<file path="src/rtl/regfile_pkg.sv">
// Shared constants and types for the scoreboarded register file.
package regfile_pkg;

  localparam int unsigned DATA_W_DEF = 18;
  localparam int unsigned ADDR_W_DEF = 4;

  typedef logic [ADDR_W_DEF-1:0] reg_idx_t;

  // Highest architectural index; it maps to an external value, not storage.
  function automatic int unsigned top_idx(input int unsigned addr_w);
    return (32'd1 << addr_w) - 32'd1;
  endfunction

endpackage

</file>
<file path="src/rtl/regfile_scoreboard.sv">
// Busy-bit scoreboard: tracks in-flight producers, raises stall and counts busy entries.
module regfile_scoreboard
  import regfile_pkg::*;
#(
  parameter int unsigned ADDR_W = ADDR_W_DEF,
  parameter bit          BYPASS = 1'b1
) (
  input  logic              clk,
  input  logic              reset_n,
  input  logic [ADDR_W-1:0] ra1,
  input  logic [ADDR_W-1:0] ra2,
  input  logic              we3,
  input  logic [ADDR_W-1:0] wa3,
  input  logic              iss_en,
  input  logic [ADDR_W-1:0] iss_wa,
  input  logic              flush,
  output logic              rd1_busy,
  output logic              rd2_busy,
  output logic              stall,
  output logic [ADDR_W:0]   busy_cnt
);

  localparam int unsigned       NIDX = 32'd1 << ADDR_W;
  localparam logic [ADDR_W-1:0] TOP  = ADDR_W'(top_idx(ADDR_W));

  logic [NIDX-1:0] busy_q, busy_d;
  logic [ADDR_W:0] cnt_q, cnt_d;
  logic            fwd1, fwd2;

  // A same-cycle write-back resolves the hazard, so the source is not busy.
  assign fwd1     = BYPASS && we3 && (wa3 == ra1);
  assign fwd2     = BYPASS && we3 && (wa3 == ra2);
  assign rd1_busy = busy_q[ra1] & ~fwd1;
  assign rd2_busy = busy_q[ra2] & ~fwd2;
  assign stall    = iss_en & (rd1_busy | rd2_busy | busy_q[iss_wa]);
  assign busy_cnt = cnt_q;

  always_comb begin
    busy_d = busy_q;
    if (we3) busy_d[wa3] = 1'b0;
    if (iss_en && !stall) busy_d[iss_wa] = 1'b1;
    busy_d[TOP] = 1'b0;
    if (flush) busy_d = '0;
    cnt_d = '0;
    for (int unsigned i = 0; i < NIDX; i++) begin
      cnt_d = cnt_d + (ADDR_W+1)'(busy_d[i]);
    end
  end

  always_ff @(posedge clk or negedge reset_n) begin
    if (!reset_n) begin
      busy_q <= '0;
      cnt_q  <= '0;
    end else begin
      busy_q <= busy_d;
      cnt_q  <= cnt_d;
    end
  end

endmodule

</file>
<file path="src/rtl/regfile_sb.sv">
// Two-read/one-write register file with externally supplied top index and issue scoreboard.
module regfile_sb
  import regfile_pkg::*;
#(
  parameter int unsigned DATA_W = DATA_W_DEF,
  parameter int unsigned ADDR_W = ADDR_W_DEF,
  parameter int unsigned BYPASS = 1
) (
  input  logic              clk,
  input  logic              reset_n,
  input  logic [ADDR_W-1:0] ra1,
  input  logic [ADDR_W-1:0] ra2,
  input  logic              we3,
  input  logic [ADDR_W-1:0] wa3,
  input  logic [DATA_W-1:0] wd3,
  input  logic [DATA_W-1:0] r15,
  input  logic              iss_en,
  input  logic [ADDR_W-1:0] iss_wa,
  input  logic              flush,
  output logic [DATA_W-1:0] rd1,
  output logic [DATA_W-1:0] rd2,
  output logic              rd1_busy,
  output logic              rd2_busy,
  output logic              stall,
  output logic [ADDR_W:0]   busy_cnt
);

  localparam int unsigned       NIDX = 32'd1 << ADDR_W;
  localparam logic [ADDR_W-1:0] TOP  = ADDR_W'(top_idx(ADDR_W));
  localparam bit                BYP  = (BYPASS != 0);

  logic [DATA_W-1:0] regs_q [NIDX-1];

  always_ff @(posedge clk or negedge reset_n) begin
    if (!reset_n) begin
      for (int unsigned i = 0; i < NIDX - 1; i++) regs_q[i] <= '0;
    end else if (we3 && (wa3 != TOP)) begin
      regs_q[wa3] <= wd3;
    end
  end

  always_comb begin
    rd1 = '0;
    rd2 = '0;
    if (ra1 == TOP)                  rd1 = r15;
    else if (BYP && we3 && wa3 == ra1) rd1 = wd3;
    else                             rd1 = regs_q[ra1];
    if (ra2 == TOP)                  rd2 = r15;
    else if (BYP && we3 && wa3 == ra2) rd2 = wd3;
    else                             rd2 = regs_q[ra2];
  end

  regfile_scoreboard #(
    .ADDR_W (ADDR_W),
    .BYPASS (BYP)
  ) u_sb (
    .clk      (clk),
    .reset_n  (reset_n),
    .ra1      (ra1),
    .ra2      (ra2),
    .we3      (we3),
    .wa3      (wa3),
    .iss_en   (iss_en),
    .iss_wa   (iss_wa),
    .flush    (flush),
    .rd1_busy (rd1_busy),
    .rd2_busy (rd2_busy),
    .stall    (stall),
    .busy_cnt (busy_cnt)
  );

endmodule

</file>
<file path="config.mk">
export PLATFORM = sky130hd
export DESIGN_NAME = regfile_sb
export DESIGN_NICKNAME = d
export VERILOG_FILES = /design/src/rtl/regfile_pkg.sv /design/src/rtl/regfile_scoreboard.sv /design/src/rtl/regfile_sb.sv
export SDC_FILE = /design/constraint.sdc
export NUM_CORES = 1
export LEC_CHECK = 0
export CORE_MARGIN = 2
export CORE_UTILIZATION = 36
export DETAILED_ROUTE_END_ITERATION = 8
export GPL_TIMING_DRIVEN = 0
export HOLD_SLACK_MARGIN = 0.1
export MAX_ROUTING_LAYER = met4
export PLACE_DENSITY = 0.54
export SYNTH_ARGS = -nofsm -noshare
export SYNTH_HDL_FRONTEND = slang
export SYNTH_SLANG_ARGS = --single-unit
</file>
<file path="constraint.sdc">
create_clock -name clk -period 12.1 [get_ports clk]
set_input_delay 3.63 -clock clk [delete_from_list [all_inputs] [get_ports clk]]
set_output_delay 3.63 -clock clk [all_outputs]
set_load 0.05 [all_outputs]
</file>
# Word-level counts from Yosys, hierarchy flattened
# Index checks and enable logic that the tools add are counted.
word_totals:
  output_inout_bits: 44
  word_cells: 94
  input_bits: 57
  reg_bits: 290
classes:
  mux: 26
  n_eq_ne: 5
  n_lt_le_gt_ge: 10
  reduce_logical: 8
  n_addsub: 15
  bitwise: 13
ops:
  columns: ["op", "n"]
  rows:
  - ["bitwise mux 270 bit", 1]
  - ["2-to-1 mux 18 bit", 9]
  - ["binary-select mux 18 bit (select 4 bit)", 2]
  - ["demux 18 bit (select 4 bit)", 1]
  - ["adder 5 x 1 -> 5 bit", 12]
  - ["2-to-1 mux 15 bit", 3]
  - ["less-than comparator 4 x 5 -> 1 bit, second input constant", 4]
  - ["AND 15 bit", 1]
  - ["greater-or-equal comparator 5 bit, second input constant", 3]
  - ["inverter 15 bit", 1]
  - ["inverter 4 -> 5 bit", 3]
  - ["OR 15 bit", 1]
  - ["binary-select mux 1 bit (select 4 bit)", 3]
  - ["demux 1 bit (select 4 bit)", 2]
  - ["equality test 4 bit", 2]
  - ["equality test 4 bit, second input constant", 2]
  - ["greater-or-equal comparator 4 x 1 -> 1 bit, second input constant", 2]
  - ["logical AND 1 bit", 7]
  - ["adder 5 x 1 -> 5 bit, second input constant", 1]
  - ["less-than comparator 5 x 1 -> 1 bit, second input constant", 1]
  - ["2-to-1 mux 1 bit", 5]
  - ["!= test 4 bit, second input constant", 1]
  - ["adder 2 x 1 -> 3 bit", 1]
  - ["AND 1 bit", 3]
  - ["other kinds (4)", 6]

# Longest topological paths before layout
depth:
  word_depth: 26
  ltp_mapped: 19
  ltp_nobuf: 15

# By module
# Synthesis repeated with hierarchy kept, for this count alone.
hier_totals:
  hier_cells: 1323
  area_unflattened_um2: 17175.2
by_module_without_submodules:
  columns: ["mod", "instances", "area_per_inst_um2", "cells_per_inst", "seq_area_each_um2"]
  rows:
  - ["regfile_sb", 1, 15302.2, 1142, 6756.5]
  - ["regfile_scoreboard", 1, 1873.0, 181, 475.5]

# Worst setup path before layout
# Ideal clock, no wire load.
synth_path:
  path_type: "input -> output"
  from: "in ra1[0]"
  to: "out rd1[10]"
  setup_slack_ps: 2635
  n_path_buf: 6
  arrival_time_ps: 5835
  t_required_ps: 8470
  path_stages: 8
  path_cell_list: "buf_2 buf_6 buf_4 buf_4 buf_2 nand4_1 clkbuf_1 a21oi_1"
synth_between:
  elab_chain_cells: 6
  word_cells_on_any_way: 9
  classes_between: "2 x eq/ne; 5 x mux; 1 x bitwise; 1 x reduce/logical"
synth_rtl:
  columns: ["element", "line", "rtl"]
  rows:
  - ["start: declaration", "regfile_sb.sv:11", "input logic [ADDR_W-1:0] ra1,"]
  - ["inverter 4 -> 5 bit (implied by the code)", "regfile_sb.sv:47", "else rd1 = regs_q[ra1];"]
  - ["binary-select mux 18 bit (select 4 bit)", "regfile_sb.sv:47", null]
  - ["2-to-1 mux 18 bit (implied by the code) (2 in series)", "regfile_sb.sv:47", null]
  - ["2-to-1 mux 18 bit", "regfile_sb.sv:46", "else if (BYP && we3 && wa3 == ra1) rd1 = wd3;"]
  - ["2-to-1 mux 18 bit *", "regfile_sb.sv:45", "if (ra1 == TOP) rd1 = r15;"]
  - ["end: declaration", "regfile_sb.sv:20", "output logic [DATA_W-1:0] rd1,"]
# Every way passes the cells marked *; elsewhere a longest branch is shown, timed or not. The select of a mux whose other input is x is not followed.

# Final worst setup path
layout_path:
  from: "in ra2[3]"
  to: "out rd2[6]"
layout_between:
  elab_chain_cells: 6
  word_cells_on_any_way: 9
  classes_between: "2 x eq/ne; 5 x mux; 1 x bitwise; 1 x reduce/logical"
layout_rtl:
  columns: ["element", "line", "rtl"]
  rows:
  - ["start: declaration", "regfile_sb.sv:12", "input logic [ADDR_W-1:0] ra2,"]
  - ["inverter 4 -> 5 bit (implied by the code)", "regfile_sb.sv:50", "else rd2 = regs_q[ra2];"]
  - ["binary-select mux 18 bit (select 4 bit)", "regfile_sb.sv:50", null]
  - ["2-to-1 mux 18 bit (implied by the code) (2 in series)", "regfile_sb.sv:50", null]
  - ["2-to-1 mux 18 bit", "regfile_sb.sv:49", "else if (BYP && we3 && wa3 == ra2) rd2 = wd3;"]
  - ["2-to-1 mux 18 bit *", "regfile_sb.sv:48", "if (ra2 == TOP) rd2 = r15;"]
  - ["end: declaration", "regfile_sb.sv:21", "output logic [DATA_W-1:0] rd2,"]
# Marks and branches as above.

==> flow_metrics.py <==
metrics = {
    "outcome": {
        "status": "completed",
    },
    "yosys": {
        "synthCells": 1158,
        "synth_edf_count": 0,
        "synth_area_leaders": "dfrtp_1 (43%), mux4_2 (20%), mux2_2 (13%)",
        "syn-cell-area_um2": 16900,
        "synthMuxAreaShare": 0.431,
        "synth_ff_type": "dfrtp_1",
        "synth-seq-area-share": 0.430,
        "ys_ff_latch": 290,
        "synth_top_cells_by_count": "dfrtp_1 (290), mux2_2 (193), mux4_2 (153)",
        "synthSimpleGateAreaFrac": 0.0340,
        "syn_area_per_cell_um2": 14.6,
        "synth_fa_ha_area_frac": 0.0144,
        "yosys_warnings": 0,
        "synth_most_common_cell": "dfrtp_1",
        "synth_top_area_frac": 0.430,
        "synth_cell_types": 47,
        "synth-xor-area-share": 0.00519,
        "synth_fp_nets": 1229,
        "synthArstFlopShare": 1.00,
        "synth_top_family_by_area": "multiplexers",
        "synth_compound_area_frac": 0.0514,
        "synth_top_cell_by_area": "dfrtp_1",
    },
    "route": {
        "drtPass1Iterations": 5,
        "wirelength_um": 54400,
        "drtAntennaViolNets": 0,
        "routedWlPerCell_um": 28.3,
        "drt-initial-drc-count": 925,
        "vias_per_cell": 5.88,
        "drc": 0,
        "vias": 11300,
    },
    "critical_path": {
        "startpoint": "ra2[3]",
        "rrSetupSlack_ns": 6.16,
        "path_cells": "clkdlybuf4s50_1, buf_1, nand4_1, clkbuf_1, a21oi_1, clkdlybuf4s50_1",
        "path_delay_family": "buffers and inverters",
        "worst-path-max-fanout": 10,
        "worstPathArrival_ns": 7.50,
        "critPathRequiredTime_ns": 8.47,
        "r2r_cells": 16,
        "end_kind": "output port",
        "max_stage_delay_ns": 0.86,
        "reg2reg_from": "u_sb.busy_q[9]$_DFF_PN0_",
        "r2r_end": "u_sb.busy_cnt[4]$_DFF_PN0_",
        "cpMostUsedCell": "clkdlybuf4s50_1",
        "worst-path-buf-inv": 4,
        "crit_path_top_delay_cell": "clkdlybuf4s50_1",
        "worstSetupStartpointType": "input port",
        "criticalPathCategory": "input port to output port",
    },
    "finish": {
        "utilization": 0.429,
        "multiInputGateArea_um2": 9050,
        "antenna_cells": 0,
        "final_nets": 1364,
        "area_growth_pct": 17.9,
        "fin_area_um2": 19900,
        "drive_above_1_share": 0.368,
        "final_cell_count_no_fill": 1924,
        "n_fill_cell": 4180,
        "seq_area_um2": 7260,
    },
    "clock_network": {
        "cts_buffers": 36,
        "cts_max_level": 2,
        "cts_setup_buffers": 0,
        "clockBufferDepth": 3,
        "cts_tree": "done",
        "clock-root-buffer": "clkbuf_16",
        "cts_sinks": 290,
        "hold_buffers": 0,
        "clock_latency_ns": 0.53,
        "post_cts_resized": 0,
        "path_clk_slew_ns": 0.06,
    },
    "sta": {
        "period_share": 0.920,
        "post-route-min-period_ns": 11.13,
        "finClkSkew_ns": 0.00542,
        "tightest_slew_ns": 1.47,
        "max_freq_mhz": 89.9,
        "hold_violations": 0,
        "finalSetupViolations": 0,
        "relSlewSlack": 0.0167,
        "slew_viol_final": 0,
        "rsz0062_at_grt": "false",
        "setup_tns_ns": 0,
    },
    "placement": {
        "io_buffers": 90,
        "dp_cells": 1862,
        "dpl.hpwl_um": 36500,
        "gp_congestion": 0.804,
        "placed_cell_area_um2": 18700,
    },
    "min_path": {
        "worstHoldStart": "regs_q[212]$_DFFE_PN0P_",
        "hold_depth": 1,
        "hold_path_class": "flip-flop to flip-flop",
        "whs_endpoint": "regs_q[212]$_DFFE_PN0P_",
    },
    "floorplanning": {
        "core_um2": 46400,
        "initial_core_util": 0.364,
        "dieArea_um2": 48600,
        "die_w_um": 220,
        "die_h_um": 220,
        "num_rows": 79,
        "io_pins": 101,
    },
    "pwr": {
        "cellLeakagePower_nw": 8.30,
        "ir_drop_mv": 0.0941,
        "power.density_nw_per_um2": 169,
        "total_power_w": 0.00336,
    },
    "global_route": {
        "grt_usage": 0.239,
        "grt_pass1_wl_um": 81200,
        "antenna_found_initial": 0,
        "overflow": 0,
        "grt_max_degree": 91,
        "grt_pass1_vias": 11900,
    },
    "flow_run": {
        "drv_cap": 0,
    },
}
-- where the power goes --
part           internal (W)  switching [W]  total [W]
sequential          0.00118       0.000153    0.00134
clock              0.000665       0.000437    0.00110
combinational      0.000493       0.000432   0.000924
total               0.00234        0.00102    0.00336
-- state kept, by name, indices dropped and copies added (netlist names) --
signal         flops
u_sb.busy_cnt      5
regs_q           270
u_sb.busy_q       15
-- through the flow --
step | hold WS (ns) | setup slack (ns)
6_report | 0.504 | 0.973
5_1_grt | 0.521 | 0.837
4_1_cts | 0.509 | 0.928
3_5_place_dp | 0.497 | 0.934
3_3_place_gp | 0.483 | -5.73
2_1_floorplan | 0.470 | 2.64
-- layer usage --
metal	vias to the layer above	wire, µm	track usage
li1	4762	-	-
met1	6069	23500	0.319
met2	380	26000	0.372
met3	111	3080	0.0386
met4	0	1850	0.0816
met5	-	0	-
-- worst max-delay path by stage --
stage | cells after the start | slack (ns) | end
global route | 6 | 0.84 | rd2[6]
floorplan | 8 | 2.64 | rd1[10]
global placement | 1 | -5.73 | regs_q[40]$_DFFE_PN0P_
finish | 6 | 0.97 | rd2[6]
detailed placement | 9 | 0.93 | rd1[11]
CTS | 9 | 0.93 | rd1[11]
-- area by class of cell --
cell class	count	share of cell area
multi-input combinational	748	0.455
tap	607	0.0382
sequential	290	0.365
inverter	9	0.00170
timing repair buffer	97	0.0525
clock buffer	52	0.0544
clock inverter	10	0.00597
buffer	111	0.0273
-- cell usage in the layout, fill, tap and decap left out, types with 4 or more instances in the layout --
master	n
dfrtp_1	290
mux2_2	193
mux4_2	153
clkdlybuf4s50_1	89
mux2_1	78
mux2i_1	77
clkbuf_1	64
nor2_1	43
a21oi_1	38
clkbuf_16	37
o2bb2ai_1	36
buf_2	35
clkbuf_8	10
buf_6	9
or3b_2	9
fa_1	9
nor2b_1	8
nand3b_1	8
inv_1	8
nand2b_1	8
xor2_1	7
nand3_1	7
o41ai_1	7
o31a_1	7
nand2_1	6
nor2_2	6
buf_4	5
or3_1	5
o41a_1	5
ha_1	5
o31ai_2	4
buf_8	4
-- worst reg2reg max path, delay by kind of cell, from the launching register on --
family | cells | cell delay [ns]
flops | 1 | 0.44
compound gates | 4 | 1.07
simple gates | 2 | 0.31
fa+ha+maj | 7 | 3.35
buf+inv | 2 | 0.22
mux | 1 | 0.46
-- cells by family after synthesis --
group,count (synthesis)
AOI/OAI and AO/OA,113
adders and majority gates,14
DFF,290
buffers and inverters,120
and+or+nand+nor,110
xor gates and xnor gates,10
muxes,501
Power figures use the tool's default switching activity.
